===== config.mk =====
export PLATFORM = sky130hd
export DESIGN_NAME = timer_apb_sequencer
export DESIGN_NICKNAME = d
export VERILOG_FILES = /design/src/rtl/timer_seq_pkg.sv /design/src/rtl/apb_master_xfer.sv /design/src/rtl/timer_apb_sequencer.sv
export SDC_FILE = /design/constraint.sdc
export NUM_CORES = 1
export LEC_CHECK = 0
export ABC_AREA = 0
export CORE_MARGIN = 2
export CORE_UTILIZATION = 36
export DETAILED_ROUTE_END_ITERATION = 10
export GPL_TIMING_DRIVEN = 0
export PLACE_DENSITY = 0.6
export SLEW_MARGIN = 30
export SYNTH_ARGS = -nofsm -noshare
export SYNTH_HDL_FRONTEND = slang
export SYNTH_HIERARCHICAL = 1
export SYNTH_SLANG_ARGS = --single-unit

===== constraint.sdc =====
create_clock -name pclk -period 5.98 [get_ports pclk]
set_clock_uncertainty 0.1 [all_clocks]
set_input_delay 0.897 -clock pclk [delete_from_list [all_inputs] [get_ports pclk]]
set_output_delay 0.897 -clock pclk [all_outputs]
set_load 0.01 [all_outputs]

===== src/rtl/timer_seq_pkg.sv =====
// Shared definitions for the timer APB sequencer.
// Contents: timer register addresses, TCR bit positions, FSM state encodings,
// job completion status codes and a helper that builds TCR write words.
package timer_seq_pkg;

   localparam logic [7:0] ADDR_TDR = 8'h00;
   localparam logic [7:0] ADDR_TCR = 8'h01;
   localparam logic [7:0] ADDR_TSR = 8'h02;

   localparam int unsigned TCR_LOAD_BIT = 7;
   localparam int unsigned TCR_DIR_BIT  = 5;
   localparam int unsigned TCR_EN_BIT   = 4;

   typedef enum logic [3:0] {
      S_IDLE,
      S_WR_TDR,
      S_WR_LOAD,
      S_WR_START,
      S_GAP,
      S_RD_TSR,
      S_WR_STOP,
      S_WR_CLR,
      S_FIN
   } seq_state_e;

   typedef enum logic [1:0] {
      X_IDLE,
      X_SETUP,
      X_ACCESS
   } xfer_state_e;

   typedef enum logic [1:0] {
      ST_OK      = 2'b00,
      ST_ABORT   = 2'b01,
      ST_TIMEOUT = 2'b10,
      ST_SLVERR  = 2'b11
   } done_status_e;

   function automatic logic [7:0] tcr_word(input logic load, input logic down,
                                           input logic en, input logic [1:0] cks);
      logic [7:0] w;
      w               = '0;
      w[TCR_LOAD_BIT] = load;
      w[TCR_DIR_BIT]  = down;
      w[TCR_EN_BIT]   = en;
      w[1:0]          = cks;
      return w;
   endfunction

endpackage


===== src/rtl/apb_master_xfer.sv =====
// Single APB master transfer engine (SETUP then ACCESS until pready).
// Ports: i_clk/i_rst (sync active-high), i_start with i_addr/i_wdata/i_write
// request a transfer when idle; o_busy while a transfer is in flight;
// o_xfer_done pulses in the completing ACCESS cycle together with o_rdata and
// o_slverr; o_p* / i_p* are the APB bus signals.
module apb_master_xfer
   import timer_seq_pkg::*;
(
   input  logic       i_clk,
   input  logic       i_rst,
   input  logic       i_start,
   input  logic [7:0] i_addr,
   input  logic [7:0] i_wdata,
   input  logic       i_write,
   output logic       o_busy,
   output logic [7:0] o_rdata,
   output logic       o_slverr,
   output logic       o_xfer_done,
   output logic       o_psel,
   output logic       o_penable,
   output logic       o_pwrite,
   output logic [7:0] o_paddr,
   output logic [7:0] o_pwdata,
   input  logic [7:0] i_prdata,
   input  logic       i_pready,
   input  logic       i_pslverr
);

   xfer_state_e r_state, w_state_nxt;
   logic [7:0]  r_addr, r_wdata;
   logic        r_write;

   always_ff @(posedge i_clk) begin
      if (i_rst) begin
         r_state <= X_IDLE;
         r_addr  <= '0;
         r_wdata <= '0;
         r_write <= 1'b0;
      end else begin
         r_state <= w_state_nxt;
         // Address/data are latched once so they stay stable for the whole transfer.
         if (r_state == X_IDLE && i_start) begin
            r_addr  <= i_addr;
            r_wdata <= i_wdata;
            r_write <= i_write;
         end
      end
   end

   always_comb begin
      w_state_nxt = r_state;
      case (r_state)
         X_IDLE:   if (i_start)  w_state_nxt = X_SETUP;
         X_SETUP:                w_state_nxt = X_ACCESS;
         X_ACCESS: if (i_pready) w_state_nxt = X_IDLE;
         default:                w_state_nxt = X_IDLE;
      endcase
   end

   assign o_psel      = (r_state != X_IDLE);
   assign o_penable   = (r_state == X_ACCESS);
   assign o_pwrite    = r_write;
   assign o_paddr     = r_addr;
   assign o_pwdata    = r_wdata;
   assign o_busy      = (r_state != X_IDLE);
   assign o_xfer_done = (r_state == X_ACCESS) && i_pready;
   assign o_slverr    = o_xfer_done && i_pslverr;
   assign o_rdata     = i_prdata;

endmodule


===== src/rtl/timer_apb_sequencer.sv =====
// Runs a complete 8-bit timer job over APB from one command: write TDR, load,
// start, poll TSR for the selected flag, then stop the timer and clear TSR.
// Ports: pclk/preset (sync active-high); cmd_valid/cmd_ready handshake with
// cmd_tdr/cmd_down/cmd_cks; abort (level); APB master psel/penable/pwrite/
// paddr/pwdata/prdata/pready/pslverr; busy, done (1-cycle pulse) and
// done_status (held until the next done).
module timer_apb_sequencer
   import timer_seq_pkg::*;
#(
   parameter int unsigned POLL_GAP    = 16,
   parameter int unsigned TIMEOUT_CYC = 8192
) (
   input  logic       pclk,
   input  logic       preset,
   input  logic       cmd_valid,
   output logic       cmd_ready,
   input  logic [7:0] cmd_tdr,
   input  logic       cmd_down,
   input  logic [1:0] cmd_cks,
   input  logic       abort,
   output logic       psel,
   output logic       penable,
   output logic       pwrite,
   output logic [7:0] paddr,
   output logic [7:0] pwdata,
   input  logic [7:0] prdata,
   input  logic       pready,
   input  logic       pslverr,
   output logic       busy,
   output logic       done,
   output logic [1:0] done_status
);

   localparam logic [15:0] GAP_LAST = 16'(POLL_GAP - 1);
   localparam logic [15:0] TMO_LIM  = 16'(TIMEOUT_CYC);

   seq_state_e   r_state, w_state_nxt;
   logic [7:0]   r_tdr;
   logic         r_down;
   logic [1:0]   r_cks;
   logic         r_issued;
   logic [15:0]  r_gap, r_tmo;
   done_status_e r_job_st, w_job_st, r_done_st, w_fin_st;

   logic         w_start, w_write, w_is_xfer;
   logic [7:0]   w_addr, w_wdata;
   logic         w_xbusy, w_xdone, w_xerr;
   logic [7:0]   w_rdata;
   logic         w_flag, w_tmo_hit, w_gap_end;

   apb_master_xfer u_xfer (
      .i_clk       (pclk),
      .i_rst       (preset),
      .i_start     (w_start),
      .i_addr      (w_addr),
      .i_wdata     (w_wdata),
      .i_write     (w_write),
      .o_busy      (w_xbusy),
      .o_rdata     (w_rdata),
      .o_slverr    (w_xerr),
      .o_xfer_done (w_xdone),
      .o_psel      (psel),
      .o_penable   (penable),
      .o_pwrite    (pwrite),
      .o_paddr     (paddr),
      .o_pwdata    (pwdata),
      .i_prdata    (prdata),
      .i_pready    (pready),
      .i_pslverr   (pslverr)
   );

   // Transfer request per state; r_issued ensures one transfer per state visit,
   // and waiting for the engine to go idle yields the idle cycle between transfers.
   always_comb begin
      w_addr    = ADDR_TDR;
      w_wdata   = '0;
      w_write   = 1'b1;
      w_is_xfer = 1'b1;
      case (r_state)
         S_WR_TDR:   w_wdata = r_tdr;
         S_WR_LOAD:  begin w_addr = ADDR_TCR; w_wdata = tcr_word(1'b1, r_down, 1'b0, r_cks); end
         S_WR_START: begin w_addr = ADDR_TCR; w_wdata = tcr_word(1'b0, r_down, 1'b1, r_cks); end
         S_RD_TSR:   begin w_addr = ADDR_TSR; w_write = 1'b0; end
         S_WR_STOP:  begin w_addr = ADDR_TCR; w_wdata = tcr_word(1'b0, r_down, 1'b0, r_cks); end
         S_WR_CLR:   w_addr = ADDR_TSR;
         default:    w_is_xfer = 1'b0;
      endcase
   end

   assign w_start   = w_is_xfer && !r_issued && !w_xbusy;
   assign w_flag    = |(w_rdata & (r_down ? 8'h02 : 8'h01));
   assign w_tmo_hit = (r_tmo >= TMO_LIM);
   assign w_gap_end = (r_gap == GAP_LAST);

   // Priority at a transfer boundary: slave error, then flag, then abort, then timeout.
   always_comb begin
      w_state_nxt = r_state;
      w_job_st    = r_job_st;
      w_fin_st    = r_job_st;
      case (r_state)
         S_IDLE: if (cmd_valid) begin
            w_state_nxt = S_WR_TDR;
            w_job_st    = ST_OK;
         end
         S_WR_TDR, S_WR_LOAD: if (w_xdone) begin
            if (w_xerr)     begin w_state_nxt = S_FIN; w_fin_st = ST_SLVERR; end
            else if (abort) begin w_state_nxt = S_FIN; w_fin_st = ST_ABORT; end
            else            w_state_nxt = (r_state == S_WR_TDR) ? S_WR_LOAD : S_WR_START;
         end
         S_WR_START: if (w_xdone) begin
            if (w_xerr)     begin w_state_nxt = S_FIN; w_fin_st = ST_SLVERR; end
            else if (abort) begin w_state_nxt = S_WR_STOP; w_job_st = ST_ABORT; end
            else            w_state_nxt = S_GAP;
         end
         S_GAP: begin
            if (abort)          begin w_state_nxt = S_WR_STOP; w_job_st = ST_ABORT; end
            else if (w_gap_end) w_state_nxt = S_RD_TSR;
         end
         S_RD_TSR: if (w_xdone) begin
            if (w_xerr)         begin w_state_nxt = S_FIN; w_fin_st = ST_SLVERR; end
            else if (w_flag)    begin w_state_nxt = S_WR_STOP; w_job_st = ST_OK; end
            else if (abort)     begin w_state_nxt = S_WR_STOP; w_job_st = ST_ABORT; end
            else if (w_tmo_hit) begin w_state_nxt = S_WR_STOP; w_job_st = ST_TIMEOUT; end
            else                w_state_nxt = S_GAP;
         end
         S_WR_STOP: if (w_xdone) begin
            if (w_xerr) begin w_state_nxt = S_FIN; w_fin_st = ST_SLVERR; end
            else        w_state_nxt = S_WR_CLR;
         end
         S_WR_CLR: if (w_xdone) begin
            w_state_nxt = S_FIN;
            if (w_xerr) w_fin_st = ST_SLVERR;
         end
         S_FIN:   w_state_nxt = S_IDLE;
         default: w_state_nxt = S_IDLE;
      endcase
   end

   always_ff @(posedge pclk) begin
      if (preset) begin
         r_state   <= S_IDLE;
         r_tdr     <= '0;
         r_down    <= 1'b0;
         r_cks     <= '0;
         r_issued  <= 1'b0;
         r_gap     <= '0;
         r_tmo     <= '0;
         r_job_st  <= ST_OK;
         r_done_st <= ST_OK;
      end else begin
         r_state  <= w_state_nxt;
         r_job_st <= w_job_st;
         if (r_state == S_IDLE && cmd_valid) begin
            r_tdr  <= cmd_tdr;
            r_down <= cmd_down;
            r_cks  <= cmd_cks;
         end
         if (w_start)      r_issued <= 1'b1;
         else if (w_xdone) r_issued <= 1'b0;
         r_gap <= (r_state == S_GAP) ? r_gap + 16'd1 : '0;
         if (r_state == S_WR_START && w_xdone)
            r_tmo <= '0;
         else if ((r_state == S_GAP || r_state == S_RD_TSR) && !w_tmo_hit)
            r_tmo <= r_tmo + 16'd1;
         if (w_state_nxt == S_FIN && r_state != S_FIN)
            r_done_st <= w_fin_st;
      end
   end

   assign cmd_ready   = (r_state == S_IDLE);
   assign busy        = (r_state != S_IDLE);
   assign done        = (r_state == S_FIN);
   assign done_status = r_done_st;

endmodule

=== Word-level counts from Yosys, hierarchy flattened ===
Index checks and enable logic that the tools add are counted.
Widths: inputs -> output; s select.

* Output and inout port bits: 24
* Word-level logic and storage cells: 112
* Register bits after elaboration: 71
* Bits of input ports: 25

* Bitwise logic cells: 2
* Reductions and logical operators: 29
* Magnitude comparators: 1
* Muxes and demuxes: 44
* Equality and inequality tests: 21
* Add/subtract/negate cells: 2

{| class="wikitable"
|+ Operators by type and width
! kind !! count
|-
| $mux 4 || 13
|-
| $mux 2 || 20
|-
| $add 16x1->16 const B || 2
|-
| $pmux 8 s4 || 1
|-
| $pmux 4 s7 || 1
|-
| $eq 16x4->1 const B || 1
|-
| $eq 4x3->1 const B || 4
|-
| $ge 16x14->1 const B || 1
|-
| $logic_and 1x1->1 || 9
|-
| $and 8x2->8 || 1
|-
| $eq 4x2->1 const B || 2
|-
| $eq 4x4->1 const B || 2
|-
| $ne 2x1->1 const B || 4
|-
| $ne 4x4->1 const B || 2
|-
| $pmux 2 s2 || 2
|-
| $pmux 2 s4 || 1
|-
| $reduce_bool 4->1 || 2
|-
| $reduce_or 2->1 || 4
|-
| $reduce_or 8->1 || 1
|-
| $reduce_and 7->1 || 1
|-
| $ne 2x2->1 const B || 3
|-
| $pmux 2 s3 || 1
|-
| $reduce_or 6->1 || 1
|-
| $mux 1 || 5
|-
| other kinds (12) || 15
|}

=== Depth between registers and ports, before layout ===
Gate-level depths: netlist of run 1.

* Depth in word-level cells: 9
* Depth in mapped cells: 8
* Mapped depth without buffers: 7

=== Modules after synthesis ===
The synthesis of run 1 kept the hierarchy.

{| class="wikitable"
|+ By module, submodules not included
! module !! area an instance (µm²) !! instances !! seq. area each (µm²) !! cells an instance
|-
| timer_apb_sequencer || 2,553.7 || 1 || 1,041.0 || 323
|-
| apb_master_xfer || 942.2 || 1 || 380.4 || 93
|}

=== Worst setup path before layout of run 1 ===
Ideal clock, no wire load.

* Kind: input -> register
* Start: input pready
* End: register r_done_st[0] (netlist: done_status[0])
* Setup time: 0.091 ns
* Data arrival time: 2.077 ns
* Path slack: 3.712 ns
* Cell stages on the path: 6
* Data required time: 5.789 ns
* Buffers on the path: 0
* Cells stage by stage: and2_1 inv_1 or3_1 a31oi_2 a21oi_1 a311oi_1

* Longest elaborated chain between the ends: 7
* Elaborated cells on any way between the ends: 19
* Classes of those cells: eq/ne: 1; mux: 15; reduce/logical: 3

{| class="wikitable"
|+ Ends and longest elaborated chain
! what !! line !! text
|-
| start: declaration || timer_apb_sequencer.sv:27 || <nowiki>input logic pready,</nowiki>
|-
| $logic_and 1x1->1 * || apb_master_xfer.sv:66 || <nowiki>assign o_xfer_done = (r_state == X_ACCESS) && i_pready;</nowiki>
|-
| $logic_and 1x1->1 || apb_master_xfer.sv:67 || <nowiki>assign o_slverr = o_xfer_done && i_pslverr;</nowiki>
|-
| $mux 4 (on tied branches) (2 in series) || -- ||
|-
| $pmux 4 s7 || timer_apb_sequencer.sv:100 || <nowiki>case (r_state)</nowiki>
|-
| $eq 4x4->1 || timer_apb_sequencer.sv:165 || <nowiki>if (w_state_nxt == S_FIN && r_state != S_FIN)</nowiki>
|-
| $logic_and 1x1->1 || timer_apb_sequencer.sv:165 ||
|-
| end signal: assignment || timer_apb_sequencer.sv:166 || <nowiki>r_done_st <= w_fin_st;</nowiki>
|-
| end: declaration || timer_apb_sequencer.sv:43 || <nowiki>done_status_e r_job_st, w_job_st, r_done_st, w_fin_st;</nowiki>
|}

Mark *: on every way between the ends. The rest lies on a longest branch, timed or not.
A chain may end at the register's enable or synchronous reset.

==> flow_metrics.tcl, run 1 <==
set metrics [dict create \
    first_pass_iters 4 \
    post_cts_buffers 0 \
    fin_crit_ns 3.03 \
    cts_resized 0 \
    outcome "complete, no violations" \
    finalSetupViolCount 0 \
    wl_per_cell_um 12.9 \
    max-cap-violations 0 \
    fin_nets 493 \
    clk_transition_reported_paths_ns 0.08 \
    cts_tree "yes" \
    die_x_um 102 \
    path_max_fanout 10 \
    reg2reg_from "u_xfer/r_state[1]" \
    ir_drop_mv 0.127 \
    dp_hpwl_mm 5.55 \
    required_ns 4.98 \
    syn_to_final_growth_pct 23.0 \
    clkSinkCount 71 \
    hold_slack_ns 0.339 \
    holdBufCountCts 0 \
    cts-htree-levels 3 \
    cp.arrival_ns 2.03 \
    io_pins 49 \
    gp_congestion 0.882 \
    mappedNetlistArea_sq_um 3450 \
    final_cells 599 \
    clockRootBuffer "clkbuf_8" \
    clk_latency_ns 0.35 \
    grt_overflow 0 \
    grt_pass1_wl_mm 13.1 \
    dieArea_sq_um 10400 \
    port_buffers 39 \
    max_stage_delay_ns 0.54 \
    cts_buffers 9 \
    first_global_vias 2795 \
    power.density_nw_per_um2 241 \
    layout_setup_ws_ns 2.95 \
    cp_cell_sequence "clkbuf_1, and3_1, clkdlybuf4s50_1" \
    min_period_over_period_pct 50.6 \
    p_leak_nw 1.50 \
    tightest_slew_ns 0.586 \
    antenna_cells 0 \
    rows 35 \
    fmax_mhz 330 \
    relSlewSlack_pct 60.9 \
    hold_path.class "register to register" \
    die_h_um 102 \
    vias 2912 \
    hold_violations 0 \
    crit_start "r_state[3]" \
    layout-drive-gt1-share_pct 8.30 \
    drc_errors 0 \
    crit_type "register to primary output" \
    grt_max_degree 14 \
    initial_core_util_pct 37.2 \
    place_ws_ns 2.92 \
    ys_warn_count 6 \
    critical-path-top-delay-family "buffers and inverters" \
    antenna_found_initial 0 \
    grtUsageTotal_pct 16.1 \
    vias_per_cell 4.86 \
    setup.worst_path.end_class "primary output" \
    ant_nets 0 \
    placed_cells 583 \
    fin_tns_setup_ns 0 \
    slew_viol_final 0 \
    core_area_sq_um 9280 \
    startpoint_type "register" \
    worst-path-buf-inv 2 \
    hold_start "r_tmo[15]" \
    finish.utilization_pct 45.7 \
    cpMaxStageDelayCell "clkdlybuf4s50_1" \
    drt_iter0_markers 114 \
    routed_wl_mm 7.76 \
    cts_buffer_depth 2 \
    syn_inst 410 \
    rsz0062_at_grt "no" \
    syn_area_per_cell_sq_um 8.42 \
]
==> routing by layer <==
layer	GRT usage (%)	wire (um)	up-vias
met4	7.18	162	0
li1	-	-	1482
met5	0	0	-
met2	27.2	3660	68
met1	19.6	3580	1349
met3	3.83	354	13
==> sequential cells by signal, indices dropped and copies added, names as in the netlist <==
register         cells
r_tmo               16
r_state              4
r_gap               16
u_xfer/o_pwrite      1
u_xfer/o_paddr       8
r_down               1
r_cks                2
r_tdr                8
r_issued             1
u_xfer/r_state       2
done_status          2
r_job_st             2
u_xfer/o_pwdata      8
==> placed cells by master (no fill, tap or decap), types with 3 or more instances in the layout <==
master and instances:
a22o_1 3, nand2b_1 40, inv_1 15, o21ai_0 9, conb_1 6, or3_1 5, buf_2 5, buf_4 3
clkdlybuf4s50_1 39, nor2b_1 6, xor2_1 9, nand4_1 4, dfxtp_1 71, buf_6 4, clkbuf_8 10, a21oi_1 24
a31oi_1 5, xnor2_1 16, nor4_1 5, nor2_1 44, nand2_1 44, and3_1 13, clkinv_2 3, ha_1 3
nor3_1 11, mux2i_1 18, nand3_1 13, clkbuf_1 9
==> report_power, final <==
part	total (W)	switching, W	internal [W]	leakage, nW
Sequential	0.000490	0.00000634	0.000484	0.575
Combinational	0.000104	0.0000512	0.0000527	0.807
Clock	0.000426	0.000182	0.000245	0.116
Total	0.00102	0.000239	0.000782	1.50
==> worst register-to-register path: cells and delay by family, from the launching register on <==
| family | cells | cell delay, ns |
|---|---|---|
| AND/OR/NAND/NOR | 4 | 1.10 |
| AO/OA/AOI/OAI | 3 | 0.64 |
| flip-flops | 1 | 0.40 |
==> metrics by stage <==
stage          total power [W]  instance area, sq um
5_1_grt                0.00106                  4240
2_1_floorplan         0.000564                  3470
3_3_place_gp          0.000605                  4020
6_report               0.00102                  4240
4_1_cts                0.00103                  4240
3_5_place_dp          0.000606                  4020
==> final cells by class <==
type                       count  area (sq um)
clock inverter                 6          83.8
multi-input combinational    307          1850
fill                         929          5040
timing repair buffer          39           390
buffer                        22           146
sequential                    71          1420
tap                          129           161
inverter                      15          56.3
clock buffer                  10           138
==> worst paths after layout <==
kind	endpoint	slack [ns]	cells past startpoint
max	done	2.95	3
min	r_tmo[15]	0.34	2
max reg2reg	r_job_st[1]	3.67	7
min reg2reg	r_tmo[15]	0.34	2
(Power assumes the default switching activity.)
==> inputs of run 2 (changes only) <==
clock period = 2.95 ns   (was 5.98 ns; I/O delays follow)
==> results of run 2 <==
The final DEF is identical to that of run 1. Status: complete, no violations.
Among the figures that moved: setup slack after placement 2.92 ns -> 0.345 ns; setup slack after layout 2.95 ns -> 0.378 ns; register-to-register setup slack 3.67 ns -> 0.64 ns; total power 0.00102 W -> 0.00207 W; worst IR drop on VDD 0.127 mV -> 0.257 mV
